==> src/rtl/display_scan_ctrl.sv <==
// display_scan_ctrl
// Converts a 14-bit binary value to four BCD digits with a sequential
// double-dabble engine, then time-multiplexes the digits onto a shared
// BCD-to-7-segment decoder with active-low anode selects.
//
// Handshake: load is a single-cycle strobe that is accepted only when
// busy=0. While busy=1 any load is dropped silently (no queueing, no
// error flag). busy stays high for exactly 15 cycles after acceptance.
// The conversion result becomes visible only at the COMMIT edge.
module display_scan_ctrl #(
    parameter int REFRESH_DIV = 50000,
    parameter bit BLANK_LZ    = 1'b1
) (
    input  logic        clk,
    input  logic        rst,
    input  logic [13:0] value,
    input  logic        load,
    output logic        busy,
    output logic        overflow,
    output logic [3:0]  bcd_out,
    output logic [3:0]  an
);

    localparam int CNT_W = (REFRESH_DIV > 1) ? $clog2(REFRESH_DIV) : 1;
    localparam logic [CNT_W-1:0] CNT_MAX = CNT_W'(REFRESH_DIV - 1);

    typedef enum logic [1:0] {
        S_IDLE    = 2'd0,
        S_CONVERT = 2'd1,
        S_COMMIT  = 2'd2
    } state_t;

    // Current FSM state; kept as a plainly named signal so checkers can bind to it.
    state_t state_q;
    state_t state_d;

    logic [13:0] bin_q;
    logic [15:0] acc_q;
    logic [3:0]  iter_q;
    logic        ovf_pend_q;
    logic [15:0] disp_q;

    logic        do_capture;
    logic        do_step;
    logic        do_commit;
    logic [29:0] step_res;

    logic [CNT_W-1:0] scan_cnt_q;
    logic [1:0]       idx_q;
    logic [1:0]       next_idx;
    logic [3:0]       blank;
    logic [3:0]       shown_nib;

    // One double-dabble step: add 3 to every nibble >= 5, then shift {bcd,bin} left.
    function automatic logic [29:0] dabble_step(input logic [15:0] acc, input logic [13:0] bin);
        logic [15:0] adj;
        logic [29:0] cat;
        for (int k = 0; k < 4; k++) begin
            adj[k*4 +: 4] = (acc[k*4 +: 4] >= 4'd5) ? acc[k*4 +: 4] + 4'd3 : acc[k*4 +: 4];
        end
        cat = {adj, bin};
        return cat << 1;
    endfunction

    // State register.
    always_ff @(posedge clk) begin
        if (rst) begin
            state_q <= S_IDLE;
        end else begin
            state_q <= state_d;
        end
    end

    // Next-state logic: 14 steps in CONVERT (iter 0..13), then one COMMIT cycle.
    always_comb begin
        state_d = state_q;
        case (state_q)
            S_IDLE:    if (load) state_d = S_CONVERT;
            S_CONVERT: if (iter_q == 4'd13) state_d = S_COMMIT;
            S_COMMIT:  state_d = S_IDLE;
            default:   state_d = S_IDLE;
        endcase
    end

    // FSM outputs and datapath controls.
    always_comb begin
        busy       = (state_q != S_IDLE);
        do_capture = (state_q == S_IDLE) && load;
        do_step    = (state_q == S_CONVERT);
        do_commit  = (state_q == S_COMMIT);
        step_res   = dabble_step(acc_q, bin_q);
    end

    // Conversion datapath: capture on accept, shift once per CONVERT cycle.
    always_ff @(posedge clk) begin
        if (rst) begin
            bin_q      <= '0;
            acc_q      <= '0;
            iter_q     <= '0;
            ovf_pend_q <= 1'b0;
        end else if (do_capture) begin
            bin_q      <= value;
            acc_q      <= '0;
            iter_q     <= '0;
            ovf_pend_q <= (value > 14'd9999);
        end else if (do_step) begin
            acc_q      <= step_res[29:14];
            bin_q      <= step_res[13:0];
            iter_q     <= iter_q + 4'd1;
        end
    end

    // Displayed digits and overflow flag change only at COMMIT.
    always_ff @(posedge clk) begin
        if (rst) begin
            disp_q   <= '0;
            overflow <= 1'b0;
        end else if (do_commit) begin
            if (ovf_pend_q) begin
                disp_q   <= 16'hFFFF;
                overflow <= 1'b1;
            end else begin
                disp_q   <= acc_q;
                overflow <= 1'b0;
            end
        end
    end

    // Leading-zero blanking: a digit blanks when it and every higher digit are zero.
    always_comb begin
        blank[3]  = BLANK_LZ && (disp_q[15:12] == 4'd0);
        blank[2]  = blank[3] && (disp_q[11:8] == 4'd0);
        blank[1]  = blank[2] && (disp_q[7:4] == 4'd0);
        blank[0]  = 1'b0;
        next_idx  = idx_q + 2'd1;
        shown_nib = blank[next_idx] ? 4'hF : disp_q[next_idx*4 +: 4];
    end

    // Free-running scan: on wrap, advance the digit and register anode/nibble.
    always_ff @(posedge clk) begin
        if (rst) begin
            scan_cnt_q <= '0;
            idx_q      <= 2'd0;
            an         <= 4'b1110;
            bcd_out    <= 4'h0;
        end else if (scan_cnt_q == CNT_MAX) begin
            scan_cnt_q <= '0;
            idx_q      <= next_idx;
            an         <= ~(4'b0001 << next_idx);
            bcd_out    <= shown_nib;
        end else begin
            scan_cnt_q <= scan_cnt_q + 1'b1;
        end
    end

endmodule
==> config.mk <==
export PLATFORM = sky130hd
export DESIGN_NAME = display_scan_ctrl
export DESIGN_NICKNAME = d
export VERILOG_FILES = /design/src/rtl/display_scan_ctrl.sv
export SDC_FILE = /design/constraint.sdc
export NUM_CORES = 1
export LEC_CHECK = 0
export BUFFER_PORTS_ARGS = -buffer_cell sky130_fd_sc_hd__buf_2
export CORE_ASPECT_RATIO = 0.7
export CORE_UTILIZATION = 62
export CTS_BUF_LIST = sky130_fd_sc_hd__clkbuf_4 sky130_fd_sc_hd__clkbuf_8
export CTS_CLUSTER_DIAMETER = 30
export DETAILED_ROUTE_END_ITERATION = 8
export PLACE_DENSITY = 0.82
export SLEW_MARGIN = 25
export SYNTH_ARGS = -nofsm -noshare
export SYNTH_HDL_FRONTEND = slang
export SYNTH_SLANG_ARGS = --single-unit
==> constraint.sdc <==
create_clock -name clk -period 2.8 [get_ports clk]
set_input_delay 0.28 -clock clk [delete_from_list [all_inputs] [get_ports clk]]
set_output_delay 0.28 -clock clk [all_outputs]
set_load 0.03 [all_outputs]
==> metrics.yaml, run 1 <==
critPathKind: "reg2reg"
share_comb_of_total_power_pct: 6.4
finalSetupViolCount: 0
hold_class: "in2reg"
hold_start: "value[0]"
leakage_uw: 0.00146
clk_path_buf_depth: 2
numClockSinks: 80
die_h_microns: 66.5
core_sq_um: 5730
fmax_ghz: 0.474
startpoint: "idx_q[0]"
cap_violations: 0
htree_num_levels: 3
dp_cells: 502
vias: 2988
cp_max_fo: 8
fin_nets: 470
die_area_sq_um: 6260
ys_ff_latch: 80
ys_seq_area_share_pct: 43.4
skew_ns: 0.00922
grt_pass1_wl_microns: 12300
crit_arrival_ns: 2.38
status: "completed"
ctsHoldBuffers: 0
wirelength_microns: 7440
syn_avg_cell_area_sq_um: 8.72
endpoint_kind: "register"
vias_per_cell: 5.77
ir_worst_vdd_mv: 0.358
clock_latency_ns: 0.35
final_antenna_net_count: 0
post-route-drc-count: 0
fin_tns_setup_ns: 0
grt_max_degree: 34
ys_warn_count: 0
fillCellCount: 435
cts_buffers: 9
syn2layout_area_growth_pct: 9.64
overflow: 0
p_sw_uw: 514
critPathLaunchType: "register"
initial_core_util_pct: 64.4
p_sw_share_pct: 23.6
netlist_area_sq_um: 3690
hold_ws_ns: 0.166
yosysTopAreaCellShare_pct: 43.4
tightest_slew_ns: 0.937
grt_use_total_pct: 25.6
synthCells: 423
drive_above_1_share_pct: 14.4
gp_congestion: 0.794
slew_headroom_pct: 37.5
wl_per_cell_microns: 14.4
yosys.area.top_type: "dfxtp_1"
power.density_nw_per_um2: 539
cts_tree: "yes"
port_buffers: 26
cts-resized-gates: 0
power.internal_uw: 1670
final_max_slew_viol_count: 0
grt_pass1_vias: 2674
min_delay_path_depth: 3
root_buffer: "clkbuf_8"
synth_area_leaders: "dfxtp_1 43%, nor2_1 7.1%, ha_1 5.1%"
timing.final.crit_share_pct: 75.3
rsz0062_at_grt: "false"
seq_power_share_pct: 54.1
dp_hpwl_microns: 5120
antenna_found_initial: 0
ys_types: 45
dr.pass1.iters: 5
drtIter0Drc: 192
reg2reg_from: "idx_q[0]"
fp.dieW_microns: 94.2
r2r_cells: 5
crit_required_ns: 3.07
final_hold_viol_count: 0
stdcell_count: 518
p_clk_share_pct: 39.5
clk_pin_slew_ns: 0.08
post-cts-setup-buffer-count: 0
syn_nets: 455
ios: 27
fin_crit_ns: 2.11
n_antenna_cell: 0
row_count: 23
## sequential cells by signal, summed over array words and instances, names as in the netlist
name	count
bin_q	14
idx_q	2
state_q	2
scan_cnt_q	16
overflow	1
disp_q	16
bcd_out	4
ovf_pend_q	1
iter_q	4
acc_q	16
an	4
## power groups by stage
stage | logic (uW) | clock network, uW | registers [uW]
after floorplan | 104 | 0 | 1200
after global placement | 132 | 0 | 1210
after detailed placement | 138 | 0 | 1210
after CTS | 138 | 874 | 1180
after global routing | 154 | 929 | 1180
final | 139 | 861 | 1180
## path summary, 6_finish.rpt
path                   endpoint  slack (ns)
hold / removal         bin_q[0]        0.17
setup reg to reg     bcd_out[2]        0.69
setup / recovery     bcd_out[2]        0.69
hold reg to reg   scan_cnt_q[0]        0.44
## area by class of cell
class | instances | area, sq um | area share (%)
Clock buffer | 11 | 151 | 3.74
Inverter | 17 | 63.8 | 1.58
Multi-Input combinational cell | 298 | 1900 | 47.0
Timing Repair Buffer | 32 | 175 | 4.33
Tap cell | 75 | 93.8 | 2.32
Clock inverter | 5 | 55.1 | 1.36
Sequential cell | 80 | 1600 | 39.6
## placed cells by master, fill, tap and decap left out, drive strengths merged, types with 12 or more instances in the layout
master,synthesis,layout
xor2,14,14
ha,15,15
dfxtp,80,80
a22oi,12,12
a21oi,31,31
nor2,70,70
a211oi,19,19
nand3,18,18
buf,9,32
nand2,33,33
inv,17,17
## synth_stat cells (all sizes together)
| master | n |
|---|---|
| a311oi | 1 |
| a221oi | 4 |
| or4 | 1 |
| or2 | 2 |
| a211o | 3 |
| and3b | 1 |
| a31oi | 5 |
| and4 | 3 |
| xnor2 | 7 |
| nand3 | 18 |
| nor3 | 2 |
| a22oi | 12 |
| nor3b | 2 |
| ha | 15 |
| clkbuf | 19 |
| nor2b | 2 |
| o311ai | 1 |
| nor4 | 2 |
| or3 | 11 |
| and3 | 3 |
| nor4b | 2 |
| mux4 | 4 |
| inv | 17 |
| nor2 | 70 |
| buf | 9 |
| dfxtp | 80 |
| a211oi | 19 |
| o21ai | 9 |
| nand2b | 6 |
| and2 | 2 |
| o22ai | 3 |
| mux2i | 2 |
| nand4 | 8 |
| nand2 | 33 |
| a21oi | 31 |
| xor2 | 14 |
## through the flow
stage	utilization, %	setup slack (ns)	total power [uW]	area [sq um]
2_1_floorplan	-	0.830	1300	3690
3_3_place_gp	67.0	0.876	1340	3840
3_5_place_dp	67.0	0.741	1340	3840
4_1_cts	70.6	0.706	2190	4040
5_1_grt	70.6	0.539	2270	4040
6_report	70.6	0.691	2180	4040
## critical path, stage by stage (launching register included)
cell and delay (ns):
dfxtp_1 0.52, inv_1 0.17, ha_1 0.52, a21oi_1 0.13, or3_4 0.45, a221oi_2 0.24
## cells by family after synthesis
kind of cell	after synthesis	synth area share [%]
AO/OA/AOI/OAI	88	15.9
buffers and inverters	45	5.12
adder cells (fa/ha/maj)	15	5.09
AND/OR/NAND/NOR	168	22.4
XOR/XNOR	21	4.99
flip-flops	80	43.4
multiplexers	6	3.09
## routing by layer
metal / wire (microns) / GRT usage, %
met3: 331 / 6.51
met1: 3670 / 34.2
met4: 74 / 8.27
met2: 3360 / 40.3
met5: 0 / 0
Note: power is estimated with default switching activity, not from simulation.
==> run 2, diff against run 1 <==
--- a/config.mk
+++ b/config.mk
@@ -5,6 +5,7 @@
 export SDC_FILE = /design/constraint.sdc
 export NUM_CORES = 1
 export LEC_CHECK = 0
+export ABC_AREA = 1
 export BUFFER_PORTS_ARGS = -buffer_cell sky130_fd_sc_hd__buf_2
 export CORE_ASPECT_RATIO = 0.7
 export CORE_UTILIZATION = 62
==> constraint.sdc (replaced) <==
create_clock -name clk -period 2.2 [get_ports clk]
set_input_delay 0.22 -clock clk [delete_from_list [all_inputs] [get_ports clk]]
set_output_delay 0.22 -clock clk [all_outputs]
set_load 0.03 [all_outputs]
==> metrics.yaml, run 2 <==
status: "completed"
n_antenna_cell: 0
yosys.area.top_type: "dfxtp_1"
ys_ff_latch: 80
synth_area_leaders: "dfxtp_1 41%, nand2_1 14%, inv_1 6.8%"
syn2layout_area_growth_pct: 9.69
cts_buffers: 9
htree_num_levels: 3
post-cts-setup-buffer-count: 0
dp_cells: 644
tightest_slew_ns: 0.692
ys_warn_count: 0
cts-resized-gates: 0
finalSetupViolCount: 0
stdcell_count: 659
r2r_cells: 3
critPathLaunchType: "register"
vias_per_cell: 5.59
core_sq_um: 5900
hold_ws_ns: 0.100
overflow: 0
hold_start: "value[13]"
crit_family: "simple AND/OR/NAND/NOR gates"
ios: 27
fin_nets: 612
die_h_microns: 68.4
cap_violations: 0
critPathMaxStageDelay_ns: 0.62
crit_required_ns: 2.39
worst-path-buf-inv: 0
ys_types: 31
gp_congestion: 0.822
crit_slowest_cell: "dfxtp_1"
hold_class: "in2reg"
yosysTopAreaCellShare_pct: 41.1
row_count: 23
crit_chain: "nand2_1 > nor2_2 > a211oi_1"
port_buffers: 26
startpoint: "state_q[1]"
r2r_slack_ns: 0.31
crit_arrival_ns: 2.08
wirelength_microns: 8860
synthCells: 554
synth_ff_type: "dfxtp_1"
cts_tree: "yes"
netlist_area_sq_um: 3900
slew_headroom_pct: 53.8
holdPathEnd: "bin_q[13]"
top_regs: "acc_q x16, disp_q x16, scan_cnt_q x16"
final_core_util_pct: 72.5
drtIter0Drc: 310
leakage_uw: 0.00169
rsz0062_at_grt: "false"
die_area_sq_um: 6620
ir_worst_vdd_mv: 0.453
reg2reg_from: "state_q[1]"
synth_edf_count: 0
power.density_nw_per_um2: 650
endpoint_kind: "register"
fillCellCount: 500
reg2reg_to: "disp_q[5]"
synthArstFlopShare_pct: 0
fin_tns_setup_ns: 0
syn_nets: 586
fp.dieW_microns: 96.8
multi_input_area_sq_um: 1930
wl_per_cell_microns: 13.4
initial_core_util_pct: 66.1
syn_avg_cell_area_sq_um: 7.04
clock_latency_ns: 0.35
dp_hpwl_microns: 6500
fmax_ghz: 0.530
ctsHoldBuffers: 0
grt_pass1_vias: 3245
final_antenna_net_count: 0
min_delay_path_depth: 3
drive_above_1_share_pct: 11.0
timing.final.crit_share_pct: 85.7
total_power_uw: 2780
fin_crit_ns: 1.89
ys_top_cells_by_count: "145 x nand2_1, 80 x dfxtp_1, 71 x inv_1, 45 x nand3_1, 45 x nor2_1"
grt_max_degree: 38
synth_most_common_cell: "nand2_1"
critPathKind: "reg2reg"
grt_use_total_pct: 28.2
cp_max_fo: 17
grt_pass1_wl_microns: 14800
final_cell_mix: "145 x nand2_1, 80 x dfxtp_1, 71 x inv_1, 45 x nand3_1, 44 x nor2_1"
clk_path_buf_depth: 2
final_max_slew_viol_count: 0
final_hold_viol_count: 0
clk_pin_slew_ns: 0.08
ys_seq_area_share_pct: 41.1
vias: 3681
skew_ns: 0.00814
root_buffer: "clkbuf_8"
layout_commonest_cell: "nand2_1"
numClockSinks: 80
dr.pass1.iters: 5
area.sequential_sq_um: 1600
antenna_found_initial: 0
post-route-drc-count: 0
-- run 2: cell count changes in the layout (fill, tap and decap cells not counted), moves of 7 or more --
cell and change:
inv_1 +54, a22oi_1 -12, nand3_1 +27, a211oi_1 -9, xnor2_1 -7, a21oi_1 +12, or3_1 -10, nand2_1 +112
xor2_1 -10, nor2_1 -26
-- run 2: logic make-up after synthesis --
kind of cell | count (synthesis) | synth area share (%)
adder cells (fa/ha/maj) | 15 | 4.81
XOR/XNOR | 4 | 0.898
AO/OA/AOI/OAI | 93 | 14.0
flip-flops | 80 | 41.1
AND/OR/NAND/NOR | 267 | 29.6
buffers and inverters | 95 | 9.62
-- run 2: routing by layer --
| layer | GRT usage (%) | share of wire [%] | vias up |
|---|---|---|---|
| met5 | 0 | 0 | - |
| met4 | 7.84 | 0.69 | 0 |
| met3 | 6.33 | 6.5 | 11 |
| met2 | 44.5 | 43 | 142 |
| met1 | 39.2 | 50 | 1672 |
| li1 | - | - | 1856 |
-- run 2: final cells by class --
class,count,area share (%)
Clock buffer,13,3.89
Tap cell,75,2.19
Timing Repair Buffer,34,4.45
Sequential cell,80,37.4
Multi-Input combinational cell,379,45.0
Inverter,76,6.67
Clock inverter,2,0.351
-- run 2: power by group --
group / switching (uW) / internal (uW) / leakage, uW
Combinational: 174 / 83.5 / 0.000954
Sequential: 31.2 / 1490 / 0.000649
Clock: 513 / 491 / 0.0000886
Total: 719 / 2060 / 0.00169
-- run 2: metrics by stage --
stage / setup slack (ns) / instance area (sq um)
2_1_floorplan: 0.627 / 3900
3_3_place_gp: 0.468 / 4100
3_5_place_dp: 0.394 / 4100
4_1_cts: 0.374 / 4280
5_1_grt: 0.167 / 4280
6_report: 0.314 / 4280
-- run 2: worst min-delay path, stage by stage --
cell and delay, ns:
buf_2 0.09, nand2_1 0.05, nand3_1 0.07
-- run 2: how the worst max path moves through the flow --
stage / depth (start not counted) / end / slack [ns]
floorplan: 9 / bcd_out[0] / 0.63
global placement: 8 / bcd_out[1] / 0.47
detailed placement: 3 / disp_q[5] / 0.39
CTS: 3 / disp_q[5] / 0.37
global route: 8 / bcd_out[1] / 0.17
finish: 3 / disp_q[5] / 0.31
==> run 3, diff against run 2 <==
--- a/config.mk
+++ b/config.mk
@@ -8,11 +8,11 @@
 export ABC_AREA = 1
 export BUFFER_PORTS_ARGS = -buffer_cell sky130_fd_sc_hd__buf_2
 export CORE_ASPECT_RATIO = 0.7
-export CORE_UTILIZATION = 62
+export CORE_UTILIZATION = 50
 export CTS_BUF_LIST = sky130_fd_sc_hd__clkbuf_4 sky130_fd_sc_hd__clkbuf_8
 export CTS_CLUSTER_DIAMETER = 30
 export DETAILED_ROUTE_END_ITERATION = 8
-export PLACE_DENSITY = 0.82
+export PLACE_DENSITY = 0.68
 export SLEW_MARGIN = 25
 export SYNTH_ARGS = -nofsm -noshare
 export SYNTH_HDL_FRONTEND = slang
==> metrics.yaml, run 3 (synthesized netlist as in run 2, its figures left out) <==
status: "completed"
skew_ns: 0.0110
endpoint_kind: "register"
drt-met1-wl_microns: 4630
grt_use_total_pct: 22.7
wl_met3_microns: 630
vias_per_cell: 5.22
critPathMaxStageDelay_ns: 0.60
top_layer_used: "met4"
crit_chain: "inv_1 > ha_1 > inv_1 > nand2_1 > inv_1 > nor2_1 > nor2_1 > nor2_1"
fin_nets: 611
die_h_microns: 75.9
final_hold_viol_count: 0
cp.depth: 8
r2r_cells: 8
dp_hpwl_microns: 6360
critical_path.endpoint: "bcd_out[1]"
total_power_uw: 2850
hold_class: "in2reg"
cts_buffers: 9
cts_tree: "yes"
final_core_util_pct: 58.2
post-route-drc-count: 0
post-cts-setup-buffer-count: 0
drive_above_1_share_pct: 11.0
clk_pin_slew_ns: 0.09
clock_latency_ns: 0.36
critPathLaunchType: "register"
fp.dieW_microns: 108
antenna_found_initial: 0
crit_arrival_ns: 2.16
htree_num_levels: 3
cap_violations: 0
worst-path-buf-inv: 3
n_antenna_cell: 0
wl_per_cell_microns: 12.8
stdcell_count: 682
wl_met2_microns: 3370
layout_commonest_cell: "nand2_1"
critPathKind: "reg2reg"
tightest_slew_ns: 0.808
grt_pass1_wl_microns: 14200
port_buffers: 26
numClockSinks: 80
top_regs: "acc_q x16, disp_q x16, scan_cnt_q x16"
overflow: 0
leakage_uw: 0.00169
final_antenna_net_count: 0
gp_congestion: 0.917
vias: 3559
dr.pass1.iters: 5
fin_crit_ns: 1.86
power.density_nw_per_um2: 662
fin_tns_setup_ns: 0
ios: 27
slew_headroom_pct: 45.9
wirelength_microns: 8710
die_area_sq_um: 8160
final_max_slew_viol_count: 0
reg2reg_to: "bcd_out[1]"
root_buffer: "clkbuf_8"
crit_family: "flip-flops"
hold_ws_ns: 0.0597
ctsHoldBuffers: 0
final_cell_mix: "145 x nand2_1, 80 x dfxtp_1, 71 x inv_1, 45 x nand3_1, 44 x nor2_1"
cp_max_fo: 13
drtIter0Drc: 273
cts-resized-gates: 0
core_sq_um: 7420
dp_cells: 666
reg2reg_from: "idx_q[0]"
initial_core_util_pct: 52.6
startpoint: "idx_q[0]"
clk_path_buf_depth: 2
finalSetupViolCount: 0
crit_required_ns: 2.50
row_count: 26
rsz0062_at_grt: "false"
syn2layout_area_growth_pct: 10.6
ir_worst_vdd_mv: 0.429
grt_pass1_vias: 3020
timing.final.crit_share_pct: 84.6
r2r_slack_ns: 0.34
fmax_ghz: 0.538
crit_slowest_cell: "dfxtp_1"
grt_max_degree: 38
-- run 3: worst min path at each step --
stage,cells after the start,slack [ns],from,to
6_report,3,0.06,value[0],bin_q[0]
4_1_cts,3,0.05,value[0],bin_q[0]
3_3_place_gp,3,0.42,value[0],bin_q[0]
3_5_place_dp,3,0.43,value[0],bin_q[0]
5_1_grt,3,0.06,value[0],bin_q[0]
2_1_floorplan,2,0.33,value[0],bin_q[0]
-- run 3: worst reg2reg max path, cell delays in order, from the launching register on --
cell,delay [ns]
dfxtp_1,0.60
inv_1,0.12
ha_1,0.43
inv_1,0.13
nand2_1,0.10
inv_1,0.04
nor2_1,0.19
nor2_1,0.09
nor2_1,0.10
-- run 3: area by class of cell --
cell class	instances	area, sq um
multi-input cells	379	1930
well taps	98	123
flip-flops and latches	80	1600
clock inverters	5	57.6
clock buffers	11	139
inverters	76	285
fillers	708	3100
repair buffers	33	183
-- run 3: layer usage --
layer	track usage, %	up-vias
met2	31.8	109
met5	0	-
li1	-	1853
met3	7.87	8
met4	6.85	0
met1	32.6	1589
-- run 3: metrics by stage --
step | area, sq um | setup slack, ns
2_1_floorplan | 3900 | 0.627
3_3_place_gp | 4120 | 0.443
3_5_place_dp | 4120 | 0.384
4_1_cts | 4310 | 0.357
5_1_grt | 4310 | 0.122
6_report | 4310 | 0.340
-- run 3: where the power goes --
part / total (uW) / switching, uW / internal, uW / leakage [uW]
clock: 1090 / 539 / 547 / 0.0000924
combinational: 249 / 172 / 77.7 / 0.000949
sequential: 1520 / 29.6 / 1490 / 0.000649
